<file path="src/rtl/vga_ctrl_pkg.sv">
// rtl/vga_ctrl_pkg.sv - shared constants, state encoding and clamp helper for the VGA position arbiter
package vga_ctrl_pkg;

    localparam int H_ACTIVE = 640;
    localparam int V_ACTIVE = 480;
    localparam int POS_W    = 10;
    localparam int COLOR_W  = 3;

    typedef enum logic [1:0] {
        IDLE    = 2'd0,
        WAIT_VS = 2'd1,
        COMMIT  = 2'd2
    } arb_state_t;

    function automatic logic [POS_W-1:0] clamp_pos(
        input logic [POS_W-1:0] v,
        input logic [POS_W-1:0] lim
    );
        return (v > lim) ? lim : v;
    endfunction

endpackage

</file>
<file path="src/rtl/rr_pick.sv">
// rtl/rr_pick.sv - combinational round-robin first-set search starting at the rr pointer
module rr_pick #(
    parameter int NREQ  = 2,
    parameter int IDX_W = (NREQ > 1) ? $clog2(NREQ) : 1
) (
    input  logic [NREQ-1:0]  req,
    input  logic [IDX_W-1:0] rr,
    output logic [IDX_W-1:0] grant,
    output logic             valid
);

    int idx;

    always_comb begin
        grant = '0;
        valid = 1'b0;
        idx   = 0;
        for (int i = 0; i < NREQ; i++) begin
            // rr < NREQ, so a single wrap keeps idx in range
            idx = int'(rr) + i;
            if (idx >= NREQ) begin
                idx = idx - NREQ;
            end
            if (!valid && req[idx]) begin
                grant = IDX_W'(idx);
                valid = 1'b1;
            end
        end
    end

endmodule

</file>
<file path="src/rtl/vga_pos_arbiter.sv">
// rtl/vga_pos_arbiter.sv - round-robin arbiter committing one object position/colour update per frame at vsync
module vga_pos_arbiter
    import vga_ctrl_pkg::*;
#(
    parameter int                 NREQ       = 2,
    parameter int                 OBJ_W      = 16,
    parameter int                 OBJ_H      = 16,
    parameter logic [POS_W-1:0]   X_INIT     = 10'd312,
    parameter logic [POS_W-1:0]   Y_INIT     = 10'd232,
    parameter logic [COLOR_W-1:0] COLOR_INIT = 3'b111
) (
    input  logic                    clk,
    input  logic                    clr,
    input  logic                    vsync,
    input  logic [NREQ-1:0]         req,
    input  logic [POS_W*NREQ-1:0]   req_x,
    input  logic [POS_W*NREQ-1:0]   req_y,
    input  logic [COLOR_W*NREQ-1:0] req_color,
    output logic [NREQ-1:0]         ack,
    output logic [POS_W-1:0]        X_POS,
    output logic [POS_W-1:0]        Y_POS,
    output logic [COLOR_W-1:0]      color,
    output logic                    pending
);

    localparam int               IDX_W = (NREQ > 1) ? $clog2(NREQ) : 1;
    localparam logic [POS_W-1:0] X_MAX = POS_W'(H_ACTIVE - OBJ_W);
    localparam logic [POS_W-1:0] Y_MAX = POS_W'(V_ACTIVE - OBJ_H);
    localparam logic [IDX_W-1:0] LAST  = IDX_W'(NREQ - 1);

    logic [POS_W-1:0]   rx [NREQ];
    logic [POS_W-1:0]   ry [NREQ];
    logic [COLOR_W-1:0] rc [NREQ];

    for (genvar i = 0; i < NREQ; i++) begin : g_unpack
        assign rx[i] = req_x[POS_W*i +: POS_W];
        assign ry[i] = req_y[POS_W*i +: POS_W];
        assign rc[i] = req_color[COLOR_W*i +: COLOR_W];
    end

    // vsync comes from the pixel-clock domain
    logic vs_meta;
    logic vs_sync;
    logic vs_prev;
    logic vs_fall;

    assign vs_fall = vs_prev & ~vs_sync;

    arb_state_t       state;
    arb_state_t       state_next;
    logic [IDX_W-1:0] rr_q;
    logic [IDX_W-1:0] g_q;
    logic [POS_W-1:0] x_q;
    logic [POS_W-1:0] y_q;
    logic [COLOR_W-1:0] c_q;

    logic [IDX_W-1:0] pick_g;
    logic             pick_valid;
    logic             latch_en;
    logic             commit_en;
    logic [NREQ-1:0]  ack_next;

    rr_pick #(
        .NREQ  (NREQ),
        .IDX_W (IDX_W)
    ) u_rr_pick (
        .req   (req),
        .rr    (rr_q),
        .grant (pick_g),
        .valid (pick_valid)
    );

    always_comb begin
        state_next = state;
        latch_en   = 1'b0;
        commit_en  = 1'b0;
        ack_next   = '0;
        case (state)
            IDLE: begin
                // a vs_fall seen here is deliberately ignored: the commit waits a full frame
                if (pick_valid) begin
                    latch_en   = 1'b1;
                    state_next = WAIT_VS;
                end
            end
            WAIT_VS: begin
                if (vs_fall) begin
                    state_next    = COMMIT;
                    ack_next[g_q] = 1'b1;
                end
            end
            COMMIT: begin
                commit_en  = 1'b1;
                state_next = IDLE;
            end
            default: state_next = IDLE;
        endcase
    end

    always_ff @(posedge clk) begin
        if (clr) begin
            vs_meta <= 1'b1;
            vs_sync <= 1'b1;
            vs_prev <= 1'b1;
            state   <= IDLE;
            rr_q    <= '0;
            g_q     <= '0;
            x_q     <= X_INIT;
            y_q     <= Y_INIT;
            c_q     <= COLOR_INIT;
            ack     <= '0;
            X_POS   <= X_INIT;
            Y_POS   <= Y_INIT;
            color   <= COLOR_INIT;
        end else begin
            vs_meta <= vsync;
            vs_sync <= vs_meta;
            vs_prev <= vs_sync;
            state   <= state_next;
            ack     <= ack_next;
            if (latch_en) begin
                g_q <= pick_g;
                x_q <= clamp_pos(rx[pick_g], X_MAX);
                y_q <= clamp_pos(ry[pick_g], Y_MAX);
                c_q <= rc[pick_g];
            end
            if (commit_en) begin
                X_POS <= x_q;
                Y_POS <= y_q;
                color <= c_q;
                rr_q  <= (g_q == LAST) ? '0 : g_q + 1'b1;
            end
        end
    end

    assign pending = (state != IDLE);

endmodule

</file>
<file path="config.mk">
export PLATFORM = sky130hd
export DESIGN_NAME = vga_pos_arbiter
export DESIGN_NICKNAME = d
export VERILOG_FILES = /design/src/rtl/vga_ctrl_pkg.sv /design/src/rtl/rr_pick.sv /design/src/rtl/vga_pos_arbiter.sv
export SDC_FILE = /design/constraint.sdc
export NUM_CORES = 1
export LEC_CHECK = 0
export CAP_MARGIN = 20
export CORE_ASPECT_RATIO = 1.1
export CORE_MARGIN = 5
export CORE_UTILIZATION = 46
export CTS_CLUSTER_DIAMETER = 80
export DETAILED_ROUTE_END_ITERATION = 12
export PLACE_DENSITY = 0.8
export SLEW_MARGIN = 20
export SYNTH_ARGS = -nofsm -noshare
export SYNTH_HDL_FRONTEND = slang
export SYNTH_SLANG_ARGS = --single-unit
</file>
<file path="constraint.sdc">
create_clock -name clk -period 1.4 [get_ports clk]
set_input_delay 0.14 -clock clk [delete_from_list [all_inputs] [get_ports clk]]
set_output_delay 0.14 -clock clk [all_outputs]
set_load 0.01 [all_outputs]
</file>
==> results of run 1 <==
[power by group through the flow]
stage	clock (mW)	combinational, mW	sequential (mW)
floorplan	0	0.268	1.71
global placement	0	0.613	1.71
detailed placement	0	0.627	1.72
CTS	1.06	0.639	1.68
global route	1.13	0.749	1.69
finish	1.06	0.695	1.68
[through the flow]
stage	worst slack (ns)	std cells	util	power, mW
global placement	-0.260	440	0.695	2.33
global route	-0.125	453	0.747	3.57
floorplan	0.0905	283	-	1.98
finish	-0.115	453	0.747	3.44
detailed placement	-0.335	440	0.695	2.34
CTS	0.000556	450	0.720	3.38
[worst paths after layout]
kind | start | depth (start not counted) | end | slack [ns]
max | req_x[15] | 6 | x_q[2]$_SDFFE_PP0P_ | -0.12
min | clr | 2 | g_q$_SDFFE_PP0P_ | 0.22
max reg2reg | rr_q$_SDFFE_PP0N_ | 6 | x_q[2]$_SDFFE_PP0P_ | -0.02
min reg2reg | vs_meta$_SDFF_PP1_ | 1 | vs_sync$_SDFF_PP1_ | 0.45
[cells in the final DEF (no fill, tap or decap), types with 2 or more instances in the layout]
cell type / count
nor3_1: 7
nand3_2: 2
nor3_2: 5
a21oi_1: 23
nand2b_1: 2
a21oi_2: 2
a311oi_1: 2
o31ai_1: 3
mux2i_1: 6
inv_1: 3
o2111ai_1: 2
buf_6: 3
nand3b_1: 19
or2_2: 3
buf_4: 39
a211o_1: 10
nor2b_1: 3
o21a_1: 3
nor3b_1: 2
clkbuf_8: 5
a31oi_1: 2
buf_12: 4
nor2_1: 20
clkdlybuf4s50_1: 73
dfxtp_1: 53
nor4_1: 3
a311oi_2: 2
nand2_1: 65
dfxtp_2: 2
[routing by layer]
| metal | vias up | part of all wire |
|---|---|---|
| li1 | 1212 | - |
| met1 | 1174 | 0.40 |
| met2 | 109 | 0.51 |
| met3 | 17 | 0.065 |
| met4 | 0 | 0.027 |
| met5 | - | 0 |
[sequential cells by signal, summed over array words and instances, names as in the netlist]
| register | count |
|---|---|
| x_q | 10 |
| g_q | 1 |
| state | 2 |
| vs_meta | 1 |
| Y_POS | 10 |
| color | 3 |
| vs_sync | 1 |
| vs_prev | 1 |
| X_POS | 10 |
| rr_q | 1 |
| ack | 2 |
| y_q | 10 |
| c_q | 3 |
[area by class of cell]
class,count,area [µm²],area share
sequential,55,1100,0.295
clock inverter,3,43.8,0.0117
inverter,3,11.3,0.00302
timing repair buffer,122,1160,0.312
clock buffer,5,68.8,0.0184
multi-input combinational,207,1270,0.340
tap,58,72.6,0.0194
[worst reg2reg max path, cell delays in order (launching register included)]
cell	delay, ns
dfxtp_2	0.34
nand2b_4	0.15
and2_4	0.24
o22ai_4	0.11
buf_6	0.14
a211o_1	0.27
a21oi_2	0.11
[repair_timing]
action,in CTS,in global routing
setup buffers,2,2
pin swaps,2,14
gates resized for setup,3,24
gates cloned,0,1
setup endpoints to repair,4,20
[cell families after synthesis]
group	share of synthesized area
AND/OR/NAND/NOR	0.290
multiplexers	0.0254
buffers and inverters	0.0428
flip-flops	0.465
AO/OA/AOI/OAI	0.177
==> results.ini, run 1 <==
[floorplan]
die_y_um=85.2
rows=27
ios=77
core_area_mm2=0.00500
dieArea_mm2=0.00668
start_util=0.473
die_w_um=78.4

[sta]
setup_slack_ns=-0.115
setup_tns_ns=-0.386
hold_slack_ns=0.220
clock.fmax_ghz=0.660
setup_viol=4
period_share=1.08
relSlewSlack=0.674
slew_viol_final=0
worstMarginPinSlew_ns=0.486
clock_skew_ns=0.00565
hold_viol_final=0
fin_crit_ns=1.52
rsz0062_at_grt=yes

[pwr]
ir_worst_vdd_mv=0.445
p_per_area_mw_per_mm2=920
clkPwrFrac=0.307
p_leak_nw=1.51
p_int_mw=2.56
seq_power_share=0.490
p_comb_frac=0.202
switching_power_uw=875
swShare=0.255

[detailed_routing]
drcViolationCount=0
ant_nets=0
via_per_inst=5.55
dr.pass1.iters=4
finalWirelength_um=7280
routedWlPerCell_um=16.1
drt-initial-drc-count=184
vias=2512

[clock_tree]
clk_latency_ns=0.31
cts.sinks=55
cts_tree=built
cts-root-buf=clkbuf_8
cts_buffer_depth=2
cts-buffers-inserted=5
htree_levels=2
holdBufCountCts=0
clk_pin_slew_worst_paths_ns=0.10

[layout]
fin_area_mm2=0.00373
final_nets=445
fillers=366
syn_to_final_growth_pct=57.9
diodes=0
layout-drive-gt1-share=0.213

[grt]
grt_pass1_vias=2511
antenna_found_initial=0
grt_busiest_layer=met2
use_met2=0.382
overflow=0
use_met3=0.0308
grt_pass1_wl_um=11100
grtUsageMet1=0.235
grt_max_degree=29
grtUsageTotal=0.204

[logic_synthesis]
ys_seq_area_frac=0.465
ys_top_cells_by_count=nand2_1 (66), dfxtp_1 (55), a21oi_1 (25), nor2_1 (21), nand3b_1 (19)
syn_avg_cell_area_um2=8.36
async_flop_share=0
synthFlopType=dfxtp_1
yosysWarnings=0
synth_cells=283
synthesis.area_mm2=0.00237
synth.area.top_cells=dfxtp_1 (47%), nand2_1 (10%), nand3b_1 (6.0%)
synthDistinctLibCells=40
synth_edf_count=0
synth_top_area_cell=dfxtp_1
synth_top_area_share=0.465
yosysMostFrequentCell=nand2_1
ys_seq_elements=55
syn-num-nets=334

[critical_path]
cp_top_family=compound AO/OA/AOI/OAI gates
crit_buf_inv=2
path_cells=clkdlybuf4s50_1, a311oi_1, o22ai_4, buf_6, a211o_1, a21oi_2
slowest_stage=a311oi_1
critPathLaunchType=input pin
critPathArrivalTime_ns=1.76
crit_path_end_kind=flop
crit_required_ns=1.64
critPathMaxStageDelay_ns=0.50
critPathKind=in2reg
crit_path_max_fanout=3

[place]
io_buffer_count=76
dpl_cell_area_mm2=0.00347
gp_congestion=0.871
hpwl_um=5140

[status]
outcome=finished, violations left
violations=negative setup slack

[min_path]
hold_path_class=in2reg

[flow_run]
drv_cap=0

No activity file was read; power rests on OpenSTA's default activity.
==> run 2: changes to the inputs <==
CORE_MARGIN = not set   (was 5)
CORE_UTILIZATION = 50   (was 46)
CTS_CLUSTER_DIAMETER = 200   (was 80)
DONT_BUFFER_PORTS = 1   (was not set)
PLACE_DENSITY = not set   (was 0.8)
==> results.ini, run 2 (synthesis results as in run 1) <==
[floorplan]
die_w_um=67.6  ; -14%
dieArea_mm2=0.00501  ; -25%
rows=25  ; -7.4%
core_area_mm2=0.00441  ; -12%
ios=77  ; unchanged
start_util=0.536  ; +0.0632
die_y_um=74.1  ; -13%

[critical_path]
critPathKind=reg2reg
timing.rr.end=x_q[5]$_SDFFE_PP1P_
rrSetupSlack_ns=0.06  ; +0.08 ns
critPathLaunchType=flop
crit_path_end_kind=flop
reg2regPathDepth=6  ; unchanged
critPathArrivalTime_ns=1.55  ; -0.21 ns
timing.rr.start=rr_q$_SDFFE_PP0N_
crit_required_ns=1.61  ; -0.03 ns
crit_path_max_fanout=4  ; +1

[sta]
fin_crit_ns=1.34  ; -0.176 ns
worstMarginPinSlew_ns=0.545  ; +0.0586 ns
setup_slack_ns=0.0609  ; +0.176 ns
clock_skew_ns=0.00404  ; -0.00161 ns
clock.fmax_ghz=0.747  ; +13%
setup_viol=0  ; -4
setup_tns_ns=0  ; +0.386 ns
rsz0062_at_grt=yes
slew_viol_final=0  ; unchanged
hold_viol_final=0  ; unchanged
period_share=0.956  ; -0.126
relSlewSlack=0.632  ; -0.0420

[detailed_routing]
via_per_inst=5.78  ; +4.3%
vias=2012  ; -20%
ant_nets=0  ; unchanged
dr.pass1.iters=4  ; unchanged
finalWirelength_um=5950  ; -18%
drt-initial-drc-count=71  ; -61%
drcViolationCount=0  ; unchanged
routedWlPerCell_um=17.1  ; +6.4%

[layout]
final_cells=348  ; -23%
diodes=0  ; unchanged
fillers=419  ; +14%
final_cell_mix=nand2_1 (66), dfxtp_1 (54), a21oi_1 (25), nor2_1 (20), nand3b_1 (19)
syn_to_final_growth_pct=14.8
fin_area_mm2=0.00272  ; -27%
layout-drive-gt1-share=0.150  ; -0.0630
layout_commonest_cell=nand2_1
final_nets=344  ; -23%
multiInputGateArea_mm2=0.00121  ; -4.5%
regArea_mm2=0.00110  ; -0.11%

[min_path]
hp-start=req_x[4]
min_path_cells=2  ; unchanged
hold_path_class=in2reg
worst_hold_path.endpoint=x_q[4]$_SDFFE_PP1P_

[pwr]
ir_worst_vdd_mv=0.515  ; +16%
p_leak_nw=1.07  ; -29%
p_per_area_mw_per_mm2=1180  ; +28%
finalPower_mw=3.19  ; -7.1%

[clock_tree]
cts-root-buf=clkbuf_8
cts_buffer_depth=2  ; unchanged
cts-buffers-inserted=5  ; unchanged
cts_tree=built
clk_pin_slew_worst_paths_ns=0.09  ; about the same
cts.sinks=55  ; unchanged
htree_levels=2  ; unchanged
clk_latency_ns=0.31  ; about the same

[grt]
grt_pass1_wl_um=9210  ; -17%
overflow=0  ; unchanged
grt_max_degree=53  ; +83%
grt_pass1_vias=1926  ; -23%
antenna_found_initial=0  ; unchanged
grtUsageTotal=0.250  ; +0.0460

[place]
placed_cells=332  ; -25%
io_buffer_count=0  ; -100%
dp_slack_ns=-0.00692  ; +0.328 ns
dpl_cell_area_mm2=0.00248  ; -29%
gp_congestion=0.883  ; +1.4%
hpwl_um=4090  ; -20%

[flow_run]
drv_cap=0  ; unchanged

[status]
outcome=complete, no violations

## run 2: report_power, final
part	switching, mW	internal [mW]
Combinational	0.201	0.189
Sequential	0.0440	1.64
Clock	0.529	0.589
## run 2: per-stage QoR
step                      hold slack, ns  utilization
after floorplan                    0.235            -
after global placement             0.214        0.562
after detailed placement           0.215        0.562
after CTS                        0.00674        0.600
after global routing              0.0212        0.616
final                             0.0112        0.616
## run 2: how the worst max path moves through the flow
stage	from	to	slack [ns]	cells after the start
after detailed placement	rr_q$_SDFFE_PP0N_	x_q[6]$_SDFFE_PP0P_	-0.007	5
after global placement	rr_q$_SDFFE_PP0N_	x_q[6]$_SDFFE_PP0P_	0.03	5
after CTS	rr_q$_SDFFE_PP0N_	x_q[6]$_SDFFE_PP0P_	0.01	5
final	rr_q$_SDFFE_PP0N_	x_q[5]$_SDFFE_PP1P_	0.06	6
after floorplan	rr_q$_SDFFE_PP0N_	y_q[8]$_SDFFE_PP0P_	0.09	6
after global routing	rr_q$_SDFFE_PP0N_	x_q[1]$_SDFFE_PP0P_	-0.02	6
## run 2: final cells by class
class	count	share of cell area
clock buffer	6	0.0304
sequential	55	0.406
inverter	3	0.00415
tap	54	0.0249
multi-input combinational	207	0.447
timing repair buffer	21	0.0737
clock inverter	2	0.0143
## run 2: repair_timing
| action | 4_1_cts | 5_1_grt |
|---|---|---|
| buffers inserted | 0 | 4 |
| endpoints found under the setup margin | 4 | 20 |
| gates resized for setup | 2 | 8 |
| pin swaps | 0 | 2 |
| endpoints found under the hold margin | 52 | 0 |
| hold buffers | 3 | 0 |
| gates cloned | 0 | 1 |
## run 2: per-layer routing
metal / part of all wire / vias up / GRT usage
met2: 0.45 / 65 / 0.387
met5: 0 / - / 0
met3: 0.071 / 14 / 0.0767
li1: - / 1008 / -
met4: 0.024 / 0 / 0.121
met1: 0.45 / 925 / 0.313
## run 2: critical path, stage by stage (launching register included)
cell	delay [ns]
dfxtp_2	0.33
nand2b_4	0.16
and2_4	0.16
buf_4	0.13
nor3_2	0.13
nor3_1	0.06
a211o_1	0.26
